--- src/rtl/axilite_gpio_slave.sv ---
// AXI4-Lite GPIO responder: GPIO_OUT/IN/SET/CLR register file with independent write/read FSMs.
// Optional interrupt block (IRQ_STATUS/IRQ_ENABLE, irq_o) enabled by defining AXILITE_GPIO_SLAVE_IRQ_EN.
module axilite_gpio_slave #(
    parameter int unsigned NUM_GPIO_OUT    = 8,
    parameter int unsigned NUM_GPIO_IN     = 8,
    parameter logic [31:0] OUT_RESET_VALUE = 32'h0
) (
    input  logic                    clock_i,
    input  logic                    reset_i,
    input  logic [31:0]             s_axilite_awaddr,
    input  logic [2:0]              s_axilite_awprot,
    input  logic                    s_axilite_awvalid,
    output logic                    s_axilite_awready,
    input  logic [31:0]             s_axilite_wdata,
    input  logic [3:0]              s_axilite_wstrb,
    input  logic                    s_axilite_wvalid,
    output logic                    s_axilite_wready,
    output logic [1:0]              s_axilite_bresp,
    output logic                    s_axilite_bvalid,
    input  logic                    s_axilite_bready,
    input  logic [31:0]             s_axilite_araddr,
    input  logic [2:0]              s_axilite_arprot,
    input  logic                    s_axilite_arvalid,
    output logic                    s_axilite_arready,
    output logic [31:0]             s_axilite_rdata,
    output logic [1:0]              s_axilite_rresp,
    output logic                    s_axilite_rvalid,
    input  logic                    s_axilite_rready,
    input  logic [NUM_GPIO_IN-1:0]  gpio_in_i,
`ifdef AXILITE_GPIO_SLAVE_IRQ_EN
    output logic                    irq_o,
`endif
    output logic [NUM_GPIO_OUT-1:0] gpio_out_o
);

    localparam int unsigned DATA_W = 32;
    localparam int unsigned STRB_W = 4;
    localparam int unsigned IDX_W  = 3;

    localparam logic [IDX_W-1:0] REG_OUT = 3'd0;
    localparam logic [IDX_W-1:0] REG_IN  = 3'd1;
    localparam logic [IDX_W-1:0] REG_SET = 3'd2;
    localparam logic [IDX_W-1:0] REG_CLR = 3'd3;
`ifdef AXILITE_GPIO_SLAVE_IRQ_EN
    localparam logic [IDX_W-1:0] REG_IRQ_STATUS = 3'd4;
    localparam logic [IDX_W-1:0] REG_IRQ_ENABLE = 3'd5;
`endif

    localparam logic [1:0] RESP_OKAY   = 2'b00;
    localparam logic [1:0] RESP_SLVERR = 2'b10;

    typedef enum logic [1:0] {WR_IDLE, WR_WAIT_W, WR_WAIT_AW, WR_RESP} wr_state_t;
    typedef enum logic {RD_IDLE, RD_RESP} rd_state_t;

    wr_state_t wr_state, wr_next;
    rd_state_t rd_state, rd_next;

    logic [IDX_W-1:0]        aw_idx_q;
    logic [DATA_W-1:0]       wdata_q;
    logic [STRB_W-1:0]       wstrb_q;
    logic [NUM_GPIO_IN-1:0]  sync1_q, sync2_q;
    logic [NUM_GPIO_OUT-1:0] gpio_out_q;

    logic                    aw_hs_c, w_hs_c, ar_hs_c;
    logic                    wr_do_c, wr_ok_c;
    logic [IDX_W-1:0]        wr_idx_c;
    logic [DATA_W-1:0]       wr_data_c, wmask_c, out_full_c;
    logic [STRB_W-1:0]       wr_strb_c;
    logic [NUM_GPIO_OUT-1:0] gpio_out_next_c;
    logic [DATA_W-1:0]       rd_data_c;
    logic                    rd_err_c;

    wire unused_ok = ^{s_axilite_awprot, s_axilite_arprot,
                       s_axilite_awaddr[31:5], s_axilite_awaddr[1:0],
                       s_axilite_araddr[31:5], s_axilite_araddr[1:0]};

    assign aw_hs_c = s_axilite_awvalid & s_axilite_awready;
    assign w_hs_c  = s_axilite_wvalid  & s_axilite_wready;
    assign ar_hs_c = s_axilite_arvalid & s_axilite_arready;

    // Write FSM next state; selects the live or latched half of each write.
    always_comb begin
        wr_next   = wr_state;
        wr_do_c   = 1'b0;
        wr_idx_c  = aw_idx_q;
        wr_data_c = wdata_q;
        wr_strb_c = wstrb_q;
        case (wr_state)
            WR_IDLE: begin
                if (aw_hs_c && w_hs_c) begin
                    wr_do_c   = 1'b1;
                    wr_idx_c  = s_axilite_awaddr[4:2];
                    wr_data_c = s_axilite_wdata;
                    wr_strb_c = s_axilite_wstrb;
                    wr_next   = WR_RESP;
                end else if (aw_hs_c) begin
                    wr_next = WR_WAIT_W;
                end else if (w_hs_c) begin
                    wr_next = WR_WAIT_AW;
                end
            end
            WR_WAIT_W: begin
                if (w_hs_c) begin
                    wr_do_c   = 1'b1;
                    wr_data_c = s_axilite_wdata;
                    wr_strb_c = s_axilite_wstrb;
                    wr_next   = WR_RESP;
                end
            end
            WR_WAIT_AW: begin
                if (aw_hs_c) begin
                    wr_do_c  = 1'b1;
                    wr_idx_c = s_axilite_awaddr[4:2];
                    wr_next  = WR_RESP;
                end
            end
            WR_RESP: begin
                if (s_axilite_bready) wr_next = WR_IDLE;
            end
            default: wr_next = WR_IDLE;
        endcase
    end

    // Register write effects with byte-lane masking.
    always_comb begin
        wmask_c         = '0;
        out_full_c      = DATA_W'(gpio_out_q);
        gpio_out_next_c = gpio_out_q;
        wr_ok_c         = 1'b0;
        for (int unsigned i = 0; i < STRB_W; i++) begin
            wmask_c[8*i +: 8] = {8{wr_strb_c[i]}};
        end
        case (wr_idx_c)
            REG_OUT: begin
                wr_ok_c         = 1'b1;
                gpio_out_next_c = NUM_GPIO_OUT'((out_full_c & ~wmask_c) | (wr_data_c & wmask_c));
            end
            REG_SET: begin
                wr_ok_c         = 1'b1;
                gpio_out_next_c = NUM_GPIO_OUT'(out_full_c | (wr_data_c & wmask_c));
            end
            REG_CLR: begin
                wr_ok_c         = 1'b1;
                gpio_out_next_c = NUM_GPIO_OUT'(out_full_c & ~(wr_data_c & wmask_c));
            end
`ifdef AXILITE_GPIO_SLAVE_IRQ_EN
            REG_IRQ_STATUS, REG_IRQ_ENABLE: wr_ok_c = 1'b1;
`endif
            default: wr_ok_c = 1'b0;
        endcase
    end

    // Write channel state, latches, responses and GPIO_OUT.
    always_ff @(posedge clock_i) begin
        if (reset_i) begin
            wr_state          <= WR_IDLE;
            aw_idx_q          <= '0;
            wdata_q           <= '0;
            wstrb_q           <= '0;
            s_axilite_awready <= 1'b0;
            s_axilite_wready  <= 1'b0;
            s_axilite_bvalid  <= 1'b0;
            s_axilite_bresp   <= RESP_OKAY;
            gpio_out_q        <= NUM_GPIO_OUT'(OUT_RESET_VALUE);
        end else begin
            wr_state          <= wr_next;
            s_axilite_awready <= (wr_next == WR_IDLE) || (wr_next == WR_WAIT_AW);
            s_axilite_wready  <= (wr_next == WR_IDLE) || (wr_next == WR_WAIT_W);
            s_axilite_bvalid  <= (wr_next == WR_RESP);
            if (aw_hs_c) aw_idx_q <= s_axilite_awaddr[4:2];
            if (w_hs_c) begin
                wdata_q <= s_axilite_wdata;
                wstrb_q <= s_axilite_wstrb;
            end
            if (wr_do_c) begin
                s_axilite_bresp <= wr_ok_c ? RESP_OKAY : RESP_SLVERR;
                if (wr_ok_c) gpio_out_q <= gpio_out_next_c;
            end
        end
    end

    // Input synchroniser.
    always_ff @(posedge clock_i) begin
        if (reset_i) begin
            sync1_q <= '0;
            sync2_q <= '0;
        end else begin
            sync1_q <= gpio_in_i;
            sync2_q <= sync1_q;
        end
    end

`ifdef AXILITE_GPIO_SLAVE_IRQ_EN
    logic [NUM_GPIO_IN-1:0] sync3_q, irq_status_q, irq_enable_q, edge_c, wr_bits_c;

    assign edge_c    = sync2_q & ~sync3_q;
    assign wr_bits_c = NUM_GPIO_IN'(wr_data_c & wmask_c);

    // Edge capture wins over a same-cycle W1C of the same bit.
    always_ff @(posedge clock_i) begin
        if (reset_i) begin
            sync3_q      <= '0;
            irq_status_q <= '0;
            irq_enable_q <= '0;
            irq_o        <= 1'b0;
        end else begin
            sync3_q <= sync2_q;
            irq_o   <= |(irq_status_q & irq_enable_q);
            if (wr_do_c && (wr_idx_c == REG_IRQ_STATUS)) begin
                irq_status_q <= (irq_status_q & ~wr_bits_c) | edge_c;
            end else begin
                irq_status_q <= irq_status_q | edge_c;
            end
            if (wr_do_c && (wr_idx_c == REG_IRQ_ENABLE)) begin
                irq_enable_q <= (irq_enable_q & ~NUM_GPIO_IN'(wmask_c)) | wr_bits_c;
            end
        end
    end
`endif

    // Read decode.
    always_comb begin
        rd_data_c = '0;
        rd_err_c  = 1'b0;
        case (s_axilite_araddr[4:2])
            REG_OUT:          rd_data_c = DATA_W'(gpio_out_q);
            REG_IN:           rd_data_c = DATA_W'(sync2_q);
            REG_SET, REG_CLR: rd_data_c = '0;
`ifdef AXILITE_GPIO_SLAVE_IRQ_EN
            REG_IRQ_STATUS:   rd_data_c = DATA_W'(irq_status_q);
            REG_IRQ_ENABLE:   rd_data_c = DATA_W'(irq_enable_q);
`endif
            default:          rd_err_c  = 1'b1;
        endcase
    end

    // Read FSM next state.
    always_comb begin
        rd_next = rd_state;
        case (rd_state)
            RD_IDLE: if (ar_hs_c) rd_next = RD_RESP;
            RD_RESP: if (s_axilite_rready) rd_next = RD_IDLE;
            default: rd_next = RD_IDLE;
        endcase
    end

    always_ff @(posedge clock_i) begin
        if (reset_i) begin
            rd_state          <= RD_IDLE;
            s_axilite_arready <= 1'b0;
            s_axilite_rvalid  <= 1'b0;
            s_axilite_rdata   <= '0;
            s_axilite_rresp   <= RESP_OKAY;
        end else begin
            rd_state          <= rd_next;
            s_axilite_arready <= (rd_next == RD_IDLE);
            s_axilite_rvalid  <= (rd_next == RD_RESP);
            if (ar_hs_c) begin
                s_axilite_rdata <= rd_data_c;
                s_axilite_rresp <= rd_err_c ? RESP_SLVERR : RESP_OKAY;
            end
        end
    end

    assign gpio_out_o = gpio_out_q;

endmodule
--- config.mk ---
export PLATFORM = sky130hd
export DESIGN_NAME = axilite_gpio_slave
export DESIGN_NICKNAME = d
export VERILOG_FILES = /design/src/rtl/axilite_gpio_slave.sv
export SDC_FILE = /design/constraint.sdc
export NUM_CORES = 1
export LEC_CHECK = 0
export ABC_AREA = 1
export BUFFER_PORTS_ARGS = -buffer_cell sky130_fd_sc_hd__buf_4
export CAP_MARGIN = 20
export CORE_ASPECT_RATIO = 0.6
export CORE_UTILIZATION = 30
export CTS_BUF_LIST = sky130_fd_sc_hd__clkbuf_4
export DETAILED_ROUTE_END_ITERATION = 7
export GPL_TIMING_DRIVEN = 1
export HOLD_SLACK_MARGIN = 0.15
export PLACE_DENSITY = 0.65
export SYNTH_ARGS = -nofsm -noshare
export SYNTH_HDL_FRONTEND = slang
export SYNTH_SLANG_ARGS = --single-unit
--- constraint.sdc ---
create_clock -name clock_i -period 1.3 [get_ports clock_i]
set_input_delay 0.13 -clock clock_i [delete_from_list [all_inputs] [get_ports clock_i]]
set_output_delay 0.13 -clock clock_i [all_outputs]
set_load 0.01 [all_outputs]
# After elaboration in Yosys (flattened, before gate mapping)
# Cells that the tools add are included.
# word_totals
reg_bits	106
out_inout_bits	49
# op_classes
eq_ne	11
n_mux	28
bitwise	12
reduce_logical	11
# op_table
op	n
$mux W32	1
$pmux W8 S2	2
$and A8 B8 Y8	3
$pmux W8 S3	1
$mux W2	8
$not A8 Y8	2
$or A8 B8 Y8	2
$eq A3 B2 Y1 const B	4
$eq A2 B2 Y1 const B	4
$mux W8	1
$pmux W2 S4	1
$mux W1	7
$logic_not A3 Y1	2
$mux W3	2
$pmux W3 S2	1
$eq A2 B1 Y1 const B	2
$logic_not A2 Y1	2
$mux W4	1
$pmux W1 S2	2
$reduce_or A4 Y1	1
$and A1 B1 Y1	3
$eq A3 B1 Y1 const B	1
$pmux W1 S3	1
$reduce_and A3 Y1	1
5 further kinds	7

# Depth between registers and ports, before layout
# depth
word_depth	8
ltp_mapped	14
depth_no_buf	13

# Worst setup path before layout
# OpenSTA, ideal clock, no wires.
# synth_path
path_kind	register to register
from	reg s_axilite_wready
to	reg gpio_out_q[2], in the netlist gpio_out_o[2]
setup_time_ns	0.115
arrival_time_ns	1.408
path_slack_ns	-0.222
path_stages_with_launch	14
path_cell_list	dfxtp_1 > nand2_1 > buf_2 > o21ai_0 > nor2_1 > nand2_1 > nand2_2 > buf_6 > inv_2 > nor2_1 > nand2_1 > nand2_1 > nor2_1 > nor2_1
# synth_between
elab_chain_cells	8
elab_cells_between_ends	28
# synth_rtl
element	line	source
from (decl)	17	output logic s_axilite_wready,
from (signal assigned)	168	s_axilite_wready <= (wr_next == WR_IDLE) || (wr_next == WR_WAIT_W);
$and A1 B1 Y1 *	78	assign w_hs_c = s_axilite_wvalid & s_axilite_wready;
$logic_and A1 B1 Y1	90	if (aw_hs_c && w_hs_c) begin
$mux W3, or another cell as far along	90	
$pmux W3 S2, or another cell as far along	88	case (wr_state)
$eq A3 B2 Y1, or another cell as far along	133	case (wr_idx_c)
$reduce_or A3 Y1 (no source line), or another cell as far along	n/a	
$mux W1, or another cell as far along	133	
$reduce_and A3 Y1 (no source line) or $pmux W8 S3 (tied branches)	n/a	
to (signal assigned)	164	gpio_out_q <= NUM_GPIO_OUT'(OUT_RESET_VALUE);
to (signal assigned)	177	if (wr_ok_c) gpio_out_q <= gpio_out_next_c;
to (decl)	62	logic [NUM_GPIO_OUT-1:0] gpio_out_q;
# Mark *: on every way between the ends. The rest lies on a longest branch, timed or not.
# A chain may end at the register's enable or synchronous reset.

# Final worst setup path
# layout_path
from	reg wr_state[0]
to	reg gpio_out_q[0], in the netlist gpio_out_o[0]
# layout_between
elab_chain_cells	6
elab_cells_between_ends	22
# layout_rtl
element	line	source
from (decl)	55	wr_state_t wr_state, wr_next;
from (signal assigned)	166	wr_state <= wr_next;
$eq A2 B2 Y1, or another cell as far along	88	
$pmux W3 S2, or another cell as far along	88	
$eq A3 B2 Y1, or another cell as far along	133	
$reduce_or A3 Y1 (no source line), or another cell as far along	n/a	
$mux W1, or another cell as far along	133	
$reduce_and A3 Y1 (no source line) or $pmux W8 S3 (tied branches)	n/a	
# Several ways; a longest one is shown, not always the timed one.

==> impl_metrics.ini <==
[floorplanning]
floorplan.die.height_microns = 75.90
design.portCount = 170
initial_utilization = 0.3155
floorplan.core_area_sq_um = 8653
die_w_microns = 125.2
die_area_sq_um = 9499
fp-row-count = 26

[synthesis]
synth_xor_area_frac = 0
post_synth_fa_ha_maj_area_fraction = 0
number_of_enable_type_register_cells_in_the_synthesized_netlist = 0
synth-seq-area-share = 0.3886
synth_ff_type = sky130_fd_sc_hd__dfxtp_1
synth_simple_gate_area_frac = 0.3387
synthDistinctLibCells = 26
synthTopCellsByArea = sky130_fd_sc_hd__dfxtp_1, sky130_fd_sc_hd__nand2_1, sky130_fd_sc_hd__nand3_1, sky130_fd_sc_hd__nor2_1, sky130_fd_sc_hd__buf_4
post_synth.cell_area_avg_sq_um = 6.579
synth_top_area_share = 0.3886
combinational_family_with_the_most_area_after_synthesis = simple AND/OR/NAND/NOR gates
synth_compound_gate_area_share = 0.09716
post-synth-top-area-cell = sky130_fd_sc_hd__dfxtp_1
synthCells = 415
synth.mux.area_fraction = 0
synthArstFlopShare = 0
synth-warning-count = 0
post_synthesis_register_bit_count = 53
mappedNetlistArea_sq_um = 2730

[setup_path]
slowest_delay_ns = 0.40
launch_point_of_the_worst_reg_to_reg_path = wr_state[0]
reg2reg_slack_ns = -0.33
critical_path_class = flip-flop to flip-flop
cp.required_ns = 1.63
crit_slowest_cell = sky130_fd_sc_hd__dfxtp_4
critical_path.endpoint_type = flip-flop
startpoint = wr_state[0]
timing.rr.end = gpio_out_o[0]
worst_setup_path_start_kind = flip-flop
worst-path-max-fanout = 7
cp_arrival_ns = 1.96
reg2regPathDepth = 12
crit_end = gpio_out_o[0]
critical_path.cell_chain = nor2_4 > buf_12 > nand2_4 > nor2_2 > nor2_1 > nand3_2 > nand2_2 > nand2_2 > inv_4 > nor2_4 > nand2_1 > nand2_1

[power]
share_comb_of_total_power = 0.282
design_power_total_mw = 3.814
worst_vdd_ir_uv = 420.6
seq_power_share = 0.468
clockPowerShare = 0.250
leakagePower_nw = 2.010
intPower_mw = 2.657
netSwitchingFraction = 0.3033
power.density_cell_area_nw_per_um2 = 955.0
power.switching_mw = 1.157

[placement]
placed_cell_area_sq_um = 3446
dpl.hpwl_microns = 5398
port_buf_inserts = 52
gp_congestion = 0.9111

[clocking]
cts_tree = yes
tritoncts.num_buffers = 5
clk_pin_slew_worst_paths_ns = 0.16
tritoncts_num_sinks = 53
root_buffer = sky130_fd_sc_hd__clkbuf_4
clkLatencyLatePin_ns = 0.37
ctsHoldBuffers = 21
cts_buffer_depth = 2
htree_levels = 2

[timing]
setup_violations = 9
hold_viol_final = 0
setup_ws_ns = -0.3288
min_period_ns = 1.629
crit_share_post_route = 1.253
maxSlewViolCount = 0
timing.clock.skew_ns = 0.01724
rsz0062_at_grt = true
clock.fmax_mhz = 613.9
hold_ws_ns = 0.05262

[run]
maxCapViolations = 0

[grt]
grt_pass1_wl_microns = 11990
met2_track_demand_over_resource_in_global_routing = 0.2446
met3_usage_grt = 0.03230
global_route.usage.met1 = 0.2340
grt_max_degree = 24
grt_util_all_layers = 0.1600
grt_antenna_before_repair = 0
grt-busiest-layer = met2
grt.overflow.total = 0
first_global_vias = 2544

[detailed_routing]
drtIter0Drc = 196
postRouteWirelength_microns = 7515
route.detailed.wl_per_inst_microns = 11.65
routed-via-count = 2898
residual_antenna_violating_net_count_after_detailed_routing = 0
drt_pre_antenna_iters = 7
routed_via_density = 4.493
drcViolationCount = 10

[layout]
drive_above_1_share = 0.3265
count_of_antenna_diodes_in_the_layout = 0
finalNetCount = 653
area_growth_pct = 46.29
post_route_standard_cell_area_excluding_fillers_sq_um = 3994

[hold_path]
class_of_the_tightest_hold_or_removal_check = primary input to flip-flop

[outcome]
failed_checks = design-rule violations, negative setup slack
run_status = finished, violations left
[worst max-delay path: cells and delay by family (launching register included)]
family,cells,cell delay (ns)
and+or+nand+nor,10,0.99
buffers and inverters,2,0.20
DFF,1,0.40
[Yosys cell counts, types with 4 or more instances]
master	count
sky130_fd_sc_hd__nor2_1	58
sky130_fd_sc_hd__clkbuf_1	8
sky130_fd_sc_hd__o211ai_1	10
sky130_fd_sc_hd__inv_2	9
sky130_fd_sc_hd__o21ai_1	4
sky130_fd_sc_hd__nand2_2	4
sky130_fd_sc_hd__a21oi_1	11
sky130_fd_sc_hd__nand2_1	104
sky130_fd_sc_hd__inv_1	47
sky130_fd_sc_hd__buf_4	28
sky130_fd_sc_hd__dfxtp_1	53
sky130_fd_sc_hd__nand3_1	44
sky130_fd_sc_hd__o21ai_0	18
[metrics by stage]
stage	cells	setup TNS, ns	setup slack [ns]	utilization
3_5_place_dp	604	-2.604	-0.3098	0.3982
3_3_place_gp	604	-2.207	-0.2758	0.3982
2_1_floorplan	440	-0.8913	-0.1191	-
6_report	645	-2.778	-0.3288	0.4615
4_1_cts	640	-2.055	-0.2371	0.4446
5_1_grt	645	-3.624	-0.4166	0.4615
[area by class of cell]
| type | count | area [sq um] |
|---|---|---|
| sequential | 53 | 1075 |
| inverter | 57 | 219.0 |
| fill | 868 | 4659 |
| tap | 112 | 140.1 |
| clock inverter | 2 | 38.79 |
| clock buffer | 6 | 45.04 |
| timing repair buffer | 123 | 1020 |
| multi-input combinational | 292 | 1456 |
[power groups by stage]
stage               clock network (mW)  logic, mW  registers, mW
finish                           0.954       1.08           1.79
global route                      1.04       1.19           1.80
CTS                              0.982      0.968           1.79
detailed placement                   0      0.865           1.82
global placement                     0      0.854           1.82
floorplan                            0      0.546           1.82
[per-layer routing]
layer / vias to the layer above / routed length, microns
li1: 1481 / -
met1: 1331 / 3944
met2: 82 / 3126
met3: 4 / 412
met4: 0 / 33
met5: - / 0
[timing repair]
action | CTS | global route
endpoints found under the setup margin | 9 | 10
endpoints found under the hold margin | 29 | 3
cloned | 0 | 1
pin swaps | 15 | 26
buffers inserted | 7 | 4
gates resized for setup | 20 | 35
[logic make-up after synthesis]
family / Yosys count
buf+inv: 96
other cells: 1
simple gates: 219
flops: 53
compound gates: 46
[cells in the final DEF, fill, tap and decap left out, types with 3 or more instances in the layout]
cell type | synthesis | routed
sky130_fd_sc_hd__buf_4 | 28 | 96
sky130_fd_sc_hd__a21oi_1 | 11 | 11
sky130_fd_sc_hd__nand3_1 | 44 | 40
sky130_fd_sc_hd__o21ai_1 | 4 | 8
sky130_fd_sc_hd__nor2_4 | 2 | 3
sky130_fd_sc_hd__dfxtp_4 | 0 | 3
sky130_fd_sc_hd__clkbuf_4 | 0 | 6
sky130_fd_sc_hd__nand2_4 | 0 | 6
sky130_fd_sc_hd__buf_6 | 1 | 3
sky130_fd_sc_hd__conb_1 | 1 | 26
sky130_fd_sc_hd__nand3_2 | 1 | 4
sky130_fd_sc_hd__inv_2 | 9 | 8
sky130_fd_sc_hd__inv_1 | 47 | 46
sky130_fd_sc_hd__o21ai_0 | 18 | 11
sky130_fd_sc_hd__dlygate4sd3_1 | 0 | 21
sky130_fd_sc_hd__dfxtp_1 | 53 | 48
sky130_fd_sc_hd__nor2_2 | 2 | 11
sky130_fd_sc_hd__nand2_1 | 104 | 84
sky130_fd_sc_hd__nand2_2 | 4 | 18
sky130_fd_sc_hd__o211ai_1 | 10 | 10
sky130_fd_sc_hd__o21ai_2 | 0 | 3
sky130_fd_sc_hd__nor2_1 | 58 | 48
[registers in the layout (all words and copies together) (netlist names), 2 cells and up]
register / cells
wdata_q: 8
wr_state: 2
s_axilite_rdata: 8
sync1_q: 8
sync2_q: 8
gpio_out_o: 8
aw_idx_q: 3
[how the worst min path moves through the flow]
stage,start,endpoint,cells after the start,slack [ns]
floorplan,gpio_in_i[0],sync1_q[0],2,0.24
global route,s_axilite_awaddr[4],aw_idx_q[2],3,0.03
CTS,s_axilite_awaddr[4],aw_idx_q[2],3,0.04
finish,s_axilite_awaddr[4],aw_idx_q[2],3,0.05
global placement,gpio_in_i[1],sync1_q[1],3,0.33
detailed placement,gpio_in_i[5],sync1_q[5],3,0.34
Power figures use the tool's default switching activity.
